===== config.mk =====
export PLATFORM = sky130hd
export DESIGN_NAME = vram_fetch_seq
export DESIGN_NICKNAME = d
export VERILOG_FILES = /design/src/rtl/vram_fetch_seq.sv
export SDC_FILE = /design/constraint.sdc
export NUM_CORES = 1
export LEC_CHECK = 0
export BUFFER_PORTS_ARGS = -buffer_cell sky130_fd_sc_hd__buf_2
export CAP_MARGIN = 15
export CORE_UTILIZATION = 47
export DETAILED_ROUTE_END_ITERATION = 8
export GPL_TIMING_DRIVEN = 0
export PLACE_DENSITY = 0.9
export SETUP_SLACK_MARGIN = 0.1
export SLEW_MARGIN = 30
export SYNTH_ARGS = -nofsm -noshare
export SYNTH_HDL_FRONTEND = slang
export SYNTH_SLANG_ARGS = --single-unit

===== constraint.sdc =====
create_clock -name clk -period 1.63 [get_ports clk]
set_input_delay 0.326 -clock clk [delete_from_list [all_inputs] [get_ports clk]]
set_output_delay 0.326 -clock clk [all_outputs]
set_load 0.03 [all_outputs]

===== src/rtl/vram_fetch_seq.sv =====
// Video-RAM byte fetch sequencer: replays one BYTES*8-bit VRAM word as successive CPC byte fetches.
// Optional statistics outputs (fetch_cnt, blank_cnt) are enabled by defining VRAM_FETCH_STATS_EN.
module vram_fetch_seq #(
   parameter int BYTES  = 2,
   parameter int ADDR_W = 15,
   parameter int LANE_W = 1
) (
   input  logic                 clk,
   input  logic                 reset,
   input  logic                 cpu_n,
   input  logic                 ras_n,
   input  logic                 cas_n,
   input  logic                 crtc_de,
   input  logic                 shift_en,
   input  logic [ADDR_W-1:0]    crtc_addr,
   input  logic [BYTES*8-1:0]   vram_din,
   output logic [ADDR_W-1:0]    vram_addr,
   output logic [7:0]           vram_d,
   output logic                 vram_d_stb,
   output logic [LANE_W-1:0]    lane
`ifdef VRAM_FETCH_STATS_EN
   ,
   output logic [15:0]          fetch_cnt,
   output logic [15:0]          blank_cnt
`endif
);

   localparam logic [LANE_W-1:0] LAST_LANE = LANE_W'(BYTES - 1);

   logic       cas_n_old;
   logic [7:0] held;
   logic       fetch;
   logic       advance;
   logic       at_last;
   logic [7:0] cur_byte;
   logic [7:0] prev_byte;
   logic [7:0] fetch_byte;

   assign fetch      = cpu_n & ~ras_n & ~cas_n;
   assign advance    = cpu_n & ~ras_n & ~cas_n_old & cas_n;
   assign at_last    = (lane == LAST_LANE);
   assign vram_d_stb = fetch & cas_n_old & ~reset;

   // Lane select written as a compare loop so non-power-of-2 BYTES never indexes past the word.
   always_comb begin
      cur_byte  = '0;
      prev_byte = '0;
      for (int unsigned i = 0; i < BYTES; i++) begin
         if (LANE_W'(i) == lane)
            cur_byte = vram_din[8*i +: 8];
         if (LANE_W'(i + 1) == lane)
            prev_byte = vram_din[8*i +: 8];
      end
   end

   always_comb begin
      fetch_byte = cur_byte;
      if (shift_en)
         fetch_byte = (lane == '0) ? held : prev_byte;
   end

   always_ff @(posedge clk) begin
      if (reset) begin
         vram_addr <= '0;
         vram_d    <= '0;
         lane      <= '0;
         held      <= '0;
         cas_n_old <= 1'b1;
      end else begin
         cas_n_old <= cas_n;
         if (!cpu_n) begin
            lane <= '0;
         end else begin
            vram_addr <= crtc_addr;
            if (advance && !at_last)
               lane <= lane + LANE_W'(1);
            if (fetch) begin
               vram_d <= fetch_byte;
               // Top lane is carried into the next access as its skewed first byte.
               if (shift_en && at_last)
                  held <= crtc_de ? cur_byte : '0;
            end
         end
      end
   end

`ifdef VRAM_FETCH_STATS_EN
   always_ff @(posedge clk) begin
      if (reset) begin
         fetch_cnt <= '0;
         blank_cnt <= '0;
      end else begin
         if (vram_d_stb)
            fetch_cnt <= fetch_cnt + 16'd1;
         if (fetch && shift_en && at_last && !crtc_de)
            blank_cnt <= blank_cnt + 16'd1;
      end
   end
`endif

endmodule

==> results_tabular.tex, run 1 <==
\begin{tabular}{lr}
\hline
Metric & Value \\
\hline
\multicolumn{2}{l}{\textbf{CTS}} \\
TritonCTS Buffers & 5 \\
Clk pin slew, worst setup/hold paths & 0.10 ns \\
Maximum clock insertion buffer count & 2 \\
Number of sinks on the clock net & 33 \\
Post-cts hold buffer count & 0 \\
Htree depth & 2 \\
Worst-Skew Late Latency & 0.32 ns \\
CTS tree & built \\
CTS Root Cell & sky130\_fd\_sc\_hd\_\_clkbuf\_4 \\
\multicolumn{2}{l}{\textbf{Die}} \\
Top-level port count & 63 \\
Die ar. & 3436 um\^{}2 \\
Number of rows in the core area & 20 \\
Starting utilization of the core area & 0.4934 \\
Width of the die & 58.62 um \\
Die height & 58.62 um \\
Area of the core region & 3053 um\^{}2 \\
\multicolumn{2}{l}{\textbf{Yosys}} \\
Net count after synthesis & 187 \\
Mapped cell area & 1506 um\^{}2 \\
Number of synthesized register bits & 33 \\
Library cell with the largest summed area after synthesis & sky130\_fd\_sc\_hd\_\_dfxtp\_1 \\
Synth async-reset ratio & 0 \\
Xor and xnor area share after synthesis & 0 \\
Multiplexer share of the synthesized area & 0.2658 \\
Syn avg cell area & 10.11 um\^{}2 \\
Library cell with the highest instance count after synthesis & sky130\_fd\_sc\_hd\_\_dfxtp\_1 \\
Synth area leaders & sky130\_fd\_sc\_hd\_\_dfxtp\_1 44\%, sky130\_fd\_sc\_hd\_\_mux2i\_1 21\%, sky130\_fd\_sc\_hd\_\_mux2\_2 6.0\%, sky130\_fd\_sc\_hd\_\_o21ai\_0 4.0\%, sky130\_fd\_sc\_hd\_\_nand3b\_1 4.0\% \\
Share of synthesized cell area in and, or, nand and nor gates & 0.1645 \\
Main flop type after synthesis & sky130\_fd\_sc\_hd\_\_dfxtp\_1 \\
Combinational family with the most area after synthesis & multiplexers \\
Post-synthesis compound-gate area fraction & 0.08223 \\
Count of flip-flops with a built-in enable after synthesis & 0 \\
Number of warnings issued by yosys & 0 \\
Netlist cell types & 22 \\
Yosys top cell area share & 0.4385 \\
Cell count after synthesis & 149 \\
Portion of the post-synthesis area used by sequential elements & 0.4385 \\
Commonest cells in the synthesized netlist & 33 x sky130\_fd\_sc\_hd\_\_dfxtp\_1, 31 x sky130\_fd\_sc\_hd\_\_mux2i\_1, 16 x sky130\_fd\_sc\_hd\_\_nor2\_1 \\
Adder-Cell Fraction of Synth Area & 0 \\
\multicolumn{2}{l}{\textbf{GRT}} \\
Initial antenna violation count & 0 \\
First-pass GRT wire length & 5.423 mm \\
Largest net degree at the start of global routing & 11 \\
Remaining global-route overflow & 0 \\
Overall track demand over capacity in global routing & 0.2125 \\
Number of global-route vias before repair & 1300 \\
\multicolumn{2}{l}{\textbf{Layout}} \\
Final core occ & 0.6447 \\
Fraction of final layout cells with drive strength greater than 1 & 0.3963 \\
Antenna cell count & 0 \\
Number of nets in the final layout & 255 \\
Area growth from synthesis to layout & 30.65\% \\
Fillers & 294 \\
Non-Filler Instances & 261 \\
Final std cell area, no fill & 1968 um\^{}2 \\
\multicolumn{2}{l}{\textbf{Setup path}} \\
Required time of the critical path & 1.30 ns \\
Crit path kind & in2out \\
Reg-to-Reg Start & lane \\
CP endpoint & vram\_d\_stb \\
Number of cell instances on the worst register-to-register path & 4 \\
Data arrival time of the critical path & 1.24 ns \\
Start point of the critical path & cas\_n \\
Reg2Reg Capture Point & held[4] \\
Critical Path Sink Type & primary output \\
Critical-path maximum fanout & 2 \\
Startpoint types & input pin \\
R2r setup slk & 0.37 ns \\
\multicolumn{2}{l}{\textbf{Detailed routing}} \\
Number of remaining DRC errors & 0 \\
Post-route antenna net violation count & 0 \\
Wirelength per Cell & 13.21 um \\
Detailed router's first-iteration violation count & 13 \\
Ratio of routed vias to standard cells & 5.341 \\
DRT Pass-1 Iters & 4 \\
Total wire length after detailed routing & 3.448 mm \\
Vias after detailed routing & 1394 \\
\multicolumn{2}{l}{\textbf{Placed design}} \\
Routability congestion estimate from global placement & 0.8105 \\
Number of placed instances with taps included & 252 \\
Final HPWL from detailed placement & 2.525 mm \\
Placement-stage cell area & 1878 um\^{}2 \\
Port Buffer Count & 59 \\
\multicolumn{2}{l}{\textbf{Power and ir drop}} \\
Pwr dens & 810.1 nW/um\^{}2 \\
Power after layout & 1.594 mW \\
Largest vdd supply drop & 0.5545 mV \\
Static Leakage & 0.9143 nW \\
\multicolumn{2}{l}{\textbf{STA}} \\
Final Skew & 0.001635 ns \\
Worst relative slew slack & 0.6824 \\
Transition time at the pin with the least slew margin & 0.4764 ns \\
Hold Violations, Final & 0 \\
Unrepaired setup endpoints after global routing & yes \\
Number of setup violations in the final report & 0 \\
Fraction of the cycle the final worst path needs & 0.9634 \\
FMAX & 636.8 MHz \\
Final Max Slew Viols & 0 \\
Tmin final & 1.570 ns \\
\multicolumn{2}{l}{\textbf{Worst hold path}} \\
Path category of the worst min-delay check & in2reg \\
Hold wc startpoint & crtc\_addr[8] \\
\multicolumn{2}{l}{\textbf{Job}} \\
Total of max-cap violations & 0 \\
\multicolumn{2}{l}{\textbf{Run status}} \\
Outcome & complete, no violations \\
\hline
\end{tabular}
[sequential cells by signal, summed over array words and instances, names as in the netlist]
register and count:
vram_addr 15, held 8, vram_d 8, cas_n_old 1, lane 1
[power by group]
| part | internal (mW) | switching [mW] |
|---|---|---|
| logic | 0.127 | 0.156 |
| registers | 0.834 | 0.0138 |
| clock network | 0.204 | 0.259 |
| total | 1.16 | 0.430 |
[per-layer routing]
metal	GRT usage	up-vias	wire length, um
li1	-	667	-
met1	0.2248	656	1417
met2	0.3859	60	1729
met3	0.05495	11	209
met4	0.1122	0	91
met5	0	-	0
[layout by cell type, fill, tap and decap left out, types with 2 or more instances in the layout]
| cell type | instances |
|---|---|
| sky130_fd_sc_hd__nor2_1 | 16 |
| sky130_fd_sc_hd__nor3b_1 | 2 |
| sky130_fd_sc_hd__buf_2 | 57 |
| sky130_fd_sc_hd__a21oi_1 | 8 |
| sky130_fd_sc_hd__clkbuf_1 | 6 |
| sky130_fd_sc_hd__clkbuf_4 | 5 |
| sky130_fd_sc_hd__mux2i_1 | 31 |
| sky130_fd_sc_hd__dfxtp_1 | 33 |
| sky130_fd_sc_hd__mux2_2 | 8 |
| sky130_fd_sc_hd__o21ai_1 | 3 |
| sky130_fd_sc_hd__o21ai_0 | 12 |
| sky130_fd_sc_hd__buf_6 | 4 |
| sky130_fd_sc_hd__nand3b_1 | 8 |
| sky130_fd_sc_hd__nand4_1 | 8 |
| sky130_fd_sc_hd__nor3b_4 | 2 |
| sky130_fd_sc_hd__buf_4 | 4 |
[how the worst min path moves through the flow]
stage / cells past startpoint / end / slack (ns)
floorplan: 1 / cas_n_old / 0.43
global placement: 2 / held[6] / 0.45
detailed placement: 2 / held[6] / 0.46
CTS: 3 / vram_addr[4] / 0.22
global route: 3 / vram_addr[7] / 0.22
finish: 3 / vram_addr[8] / 0.23
[critical path, cell delays in order]
cell and delay, ns:
sky130_fd_sc_hd__buf_8 0.09, sky130_fd_sc_hd__or3b_1 0.38, sky130_fd_sc_hd__buf_6 0.13, sky130_fd_sc_hd__nor3b_4 0.16, sky130_fd_sc_hd__buf_6 0.15
[per-stage QoR]
| step | hold slack (ns) | worst slack [ns] | TNS (ns) |
|---|---|---|---|
| after floorplan | 0.4326 | -0.09639 | -0.09639 |
| after global placement | 0.4483 | -0.2022 | -0.2022 |
| after detailed placement | 0.4620 | -0.2048 | -0.2048 |
| after CTS | 0.2177 | 0.05501 | 0 |
| after global routing | 0.2190 | 0.02512 | 0 |
| final | 0.2331 | 0.05971 | 0 |
[cell type report]
class | count | area (um^2) | area share
multi-input combinational | 104 | 778.2 | 0.3954
clock buffer | 7 | 55.05 | 0.02797
timing repair buffer | 62 | 340.3 | 0.1729
tap | 44 | 55.05 | 0.02797
buffer | 11 | 78.83 | 0.04005
sequential | 33 | 660.6 | 0.3357
[repair_timing]
item / in CTS / in global routing
setup buffers: 3 / 0
pin swaps: 2 / 0
gates resized for setup: 8 / 0
endpoints found under the setup margin: 4 / 1
[logic make-up after synthesis]
| logic type | Yosys count |
|---|---|
| and+or+nand+nor | 41 |
| buffers and inverters | 12 |
| DFF | 33 |
| muxes | 39 |
| AOI/OAI and AO/OA | 24 |
(Power assumes the default switching activity.)
==> inputs of run 2 (changes only) <==
==> constraint.sdc (replaced) <==
create_clock -name clk -period 1.8 [get_ports clk]
set_input_delay 0.36 -clock clk [delete_from_list [all_inputs] [get_ports clk]]
set_output_delay 0.36 -clock clk [all_outputs]
set_load 0.03 [all_outputs]
==> run 2 against run 1 <==
Effect of this change: combinational power is 9.2% lower; critical path type unchanged; die area stayed put; hold slack better by 0.0070 ns; via count is 1.1% lower; global-route usage is 0.19 points lower; count of clock-buffer cells in the layout stayed put; sequential share of layout area hardly changed; cell count stayed put; first-iteration DRC count grew to 2.8 times the previous value; critical path depth stayed put; design area hardly changed.
==> results_tabular.tex, run 2 (synthesized netlist as in run 1, its figures left out) <==
\begin{tabular}{lr}
\hline
Metric & Value \\
\hline
\multicolumn{2}{l}{\textbf{CTS}} \\
Maximum clock insertion buffer count & 2 (unchanged) \\
TritonCTS Buffers & 5 (unchanged) \\
Clk pin slew, worst setup/hold paths & 0.09 ns (about the same) \\
Worst-Skew Late Latency & 0.32 ns (about the same) \\
CTS tree & built \\
Post-cts hold buffer count & 0 (unchanged) \\
Htree depth & 2 (unchanged) \\
Number of sinks on the clock net & 33 (unchanged) \\
CTS Root Cell & sky130\_fd\_sc\_hd\_\_clkbuf\_4 \\
\multicolumn{2}{l}{\textbf{STA}} \\
Fraction of the cycle the final worst path needs & 0.9269 \\
Unrepaired setup endpoints after global routing & no \\
Transition time at the pin with the least slew margin & 0.5203 ns (+0.04395 ns) \\
Final Max Slew Viols & 0 (unchanged) \\
Tmin final & 1.668 ns \\
Hold Violations, Final & 0 (unchanged) \\
Number of setup violations in the final report & 0 (unchanged) \\
Worst relative slew slack & 0.6531 (-0.02930) \\
Final Hold Slack & 0.2401 ns (+0.006980 ns) \\
Final Skew & 0.002166 ns (+0.0005318 ns) \\
FMAX & 599.4 MHz \\
\multicolumn{2}{l}{\textbf{Die}} \\
Top-level port count & 63 (unchanged) \\
Die height & 58.62 um (unchanged) \\
Number of rows in the core area & 20 (unchanged) \\
Width of the die & 58.62 um (unchanged) \\
Starting utilization of the core area & 0.4934 (unchanged) \\
Area of the core region & 3053 um\^{}2 (unchanged) \\
Die ar. & 3436 um\^{}2 (unchanged) \\
\multicolumn{2}{l}{\textbf{Setup path}} \\
Number of cell instances on the worst register-to-register path & 4 (unchanged) \\
Reg-to-Reg Start & lane \\
Start point of the critical path & ras\_n \\
Critical-path maximum fanout & 3 (+1) \\
Crit path kind & in2out \\
R2r setup slk & 0.29 ns (-0.08 ns) \\
CP endpoint & vram\_d\_stb \\
Reg2Reg Capture Point & held[4] \\
Startpoint types & input pin \\
Required time of the critical path & 1.44 ns (+0.14 ns) \\
Data arrival time of the critical path & 1.31 ns (+0.07 ns) \\
Critical Path Sink Type & primary output \\
\multicolumn{2}{l}{\textbf{Layout}} \\
Fraction of final layout cells with drive strength greater than 1 & 0.3917 (-0.004608) \\
Antenna cell count & 0 (unchanged) \\
Number of nets in the final layout & 255 (unchanged) \\
Fillers & 296 (+0.68\%) \\
Number of flip-flops under the largest register name & 15 (unchanged) \\
Most frequent cells in the layout & 57 x sky130\_fd\_sc\_hd\_\_buf\_2, 33 x sky130\_fd\_sc\_hd\_\_dfxtp\_1, 31 x sky130\_fd\_sc\_hd\_\_mux2i\_1 \\
Final core occ & 0.6443 (about the same) \\
Most frequent standard cell in the layout excluding fill and tap cells & sky130\_fd\_sc\_hd\_\_buf\_2 \\
Largest registers ranked by flip-flop count & vram\_addr (15), held (8), vram\_d (8) \\
Biggest register & vram\_addr \\
Area growth from synthesis to layout & 30.57\% (about the same) \\
\multicolumn{2}{l}{\textbf{Placed design}} \\
Routability congestion estimate from global placement & 0.8105 (unchanged) \\
Port Buffer Count & 59 (unchanged) \\
Final HPWL from detailed placement & 2.525 mm (unchanged) \\
\multicolumn{2}{l}{\textbf{Power and ir drop}} \\
Power after layout & 1.442 mW (-9.6\%) \\
Static Leakage & 0.9110 nW (-0.36\%) \\
Largest vdd supply drop & 0.5011 mV (-9.6\%) \\
Pwr dens & 733.1 nW/um\^{}2 (-9.5\%) \\
\multicolumn{2}{l}{\textbf{Detailed routing}} \\
Wirelength per Cell & 13.29 um (+0.61\%) \\
Total wire length after detailed routing & 3.469 mm (+0.61\%) \\
Number of remaining DRC errors & 0 (unchanged) \\
DRT Pass-1 Iters & 4 (unchanged) \\
Post-route antenna net violation count & 0 (unchanged) \\
Detailed router's first-iteration violation count & 36 (+23) \\
Vias after detailed routing & 1379 (-1.1\%) \\
Ratio of routed vias to standard cells & 5.284 (-1.1\%) \\
\multicolumn{2}{l}{\textbf{GRT}} \\
Largest net degree at the start of global routing & 11 (unchanged) \\
Number of global-route vias before repair & 1306 (+0.46\%) \\
First-pass GRT wire length & 5.382 mm (-0.76\%) \\
Remaining global-route overflow & 0 (unchanged) \\
Overall track demand over capacity in global routing & 0.2106 (-0.001864) \\
Initial antenna violation count & 0 (unchanged) \\
\multicolumn{2}{l}{\textbf{Run status}} \\
Outcome & complete, no violations \\
\multicolumn{2}{l}{\textbf{Job}} \\
Total of max-cap violations & 0 (unchanged) \\
\multicolumn{2}{l}{\textbf{Worst hold path}} \\
Path category of the worst min-delay check & in2reg \\
\hline
\end{tabular}
## run 2: changes by cell type in the layout (fill, tap and decap cells not counted)
cell                       before  now
sky130_fd_sc_hd__clkbuf_1       6    7
sky130_fd_sc_hd__clkbuf_2       1    0
## run 2: layer usage
layer	vias to the layer above	track usage	routed length, um
met5	-	0	0
met4	0	0.1122	91
met3	11	0.05055	216
met2	62	0.3826	1747
met1	634	0.2248	1413
li1	672	-	-
## run 2: where the power goes
group          switching [mW]  total [mW]  internal [mW]
Combinational           0.142       0.258          0.115
Sequential             0.0125       0.768          0.755
Clock                   0.232       0.417          0.184
## run 2: timing repair
item	4_1_cts	5_1_grt
setup buffers	2	1
setup endpoints to repair	1	1
resized for setup	2	5
pin swaps	2	2
## run 2: worst min path at each step
stage	start	endpoint	slack, ns	cells past startpoint
3_3_place_gp	held[6]	held[6]	0.45	2
2_1_floorplan	held[6]	held[6]	0.44	2
5_1_grt	cas_n	cas_n_old	0.24	2
6_report	cas_n	cas_n_old	0.24	2
4_1_cts	crtc_addr[4]	vram_addr[4]	0.25	3
3_5_place_dp	held[6]	held[6]	0.46	2
## run 2: worst max-delay path, cell delays in order
cell and delay, ns:
sky130_fd_sc_hd__buf_8 0.10, sky130_fd_sc_hd__or3b_1 0.38, sky130_fd_sc_hd__buf_6 0.13, sky130_fd_sc_hd__nor3b_4 0.18, sky130_fd_sc_hd__buf_6 0.15
## run 2: metrics by stage
stage                     instances  setup TNS [ns]  cell area, um^2  setup WS, ns
after floorplan                 149               0             1528      0.005606
after global placement          252         -0.1002             1878       -0.1002
after detailed placement        252         -0.1027             1878       -0.1027
after CTS                       260               0             1943        0.1169
after global routing            261               0             1967        0.1013
final                           261               0             1967        0.1316
## run 2: area by class of cell
type	instances	area, um^2	area share
Buffer	11	77.57	0.03944
Multi-Input combinational cell	104	778.2	0.3957
Clock buffer	7	55.05	0.02799
Sequential cell	33	660.6	0.3359
Tap cell	44	55.05	0.02799
Timing Repair Buffer	62	340.3	0.1730
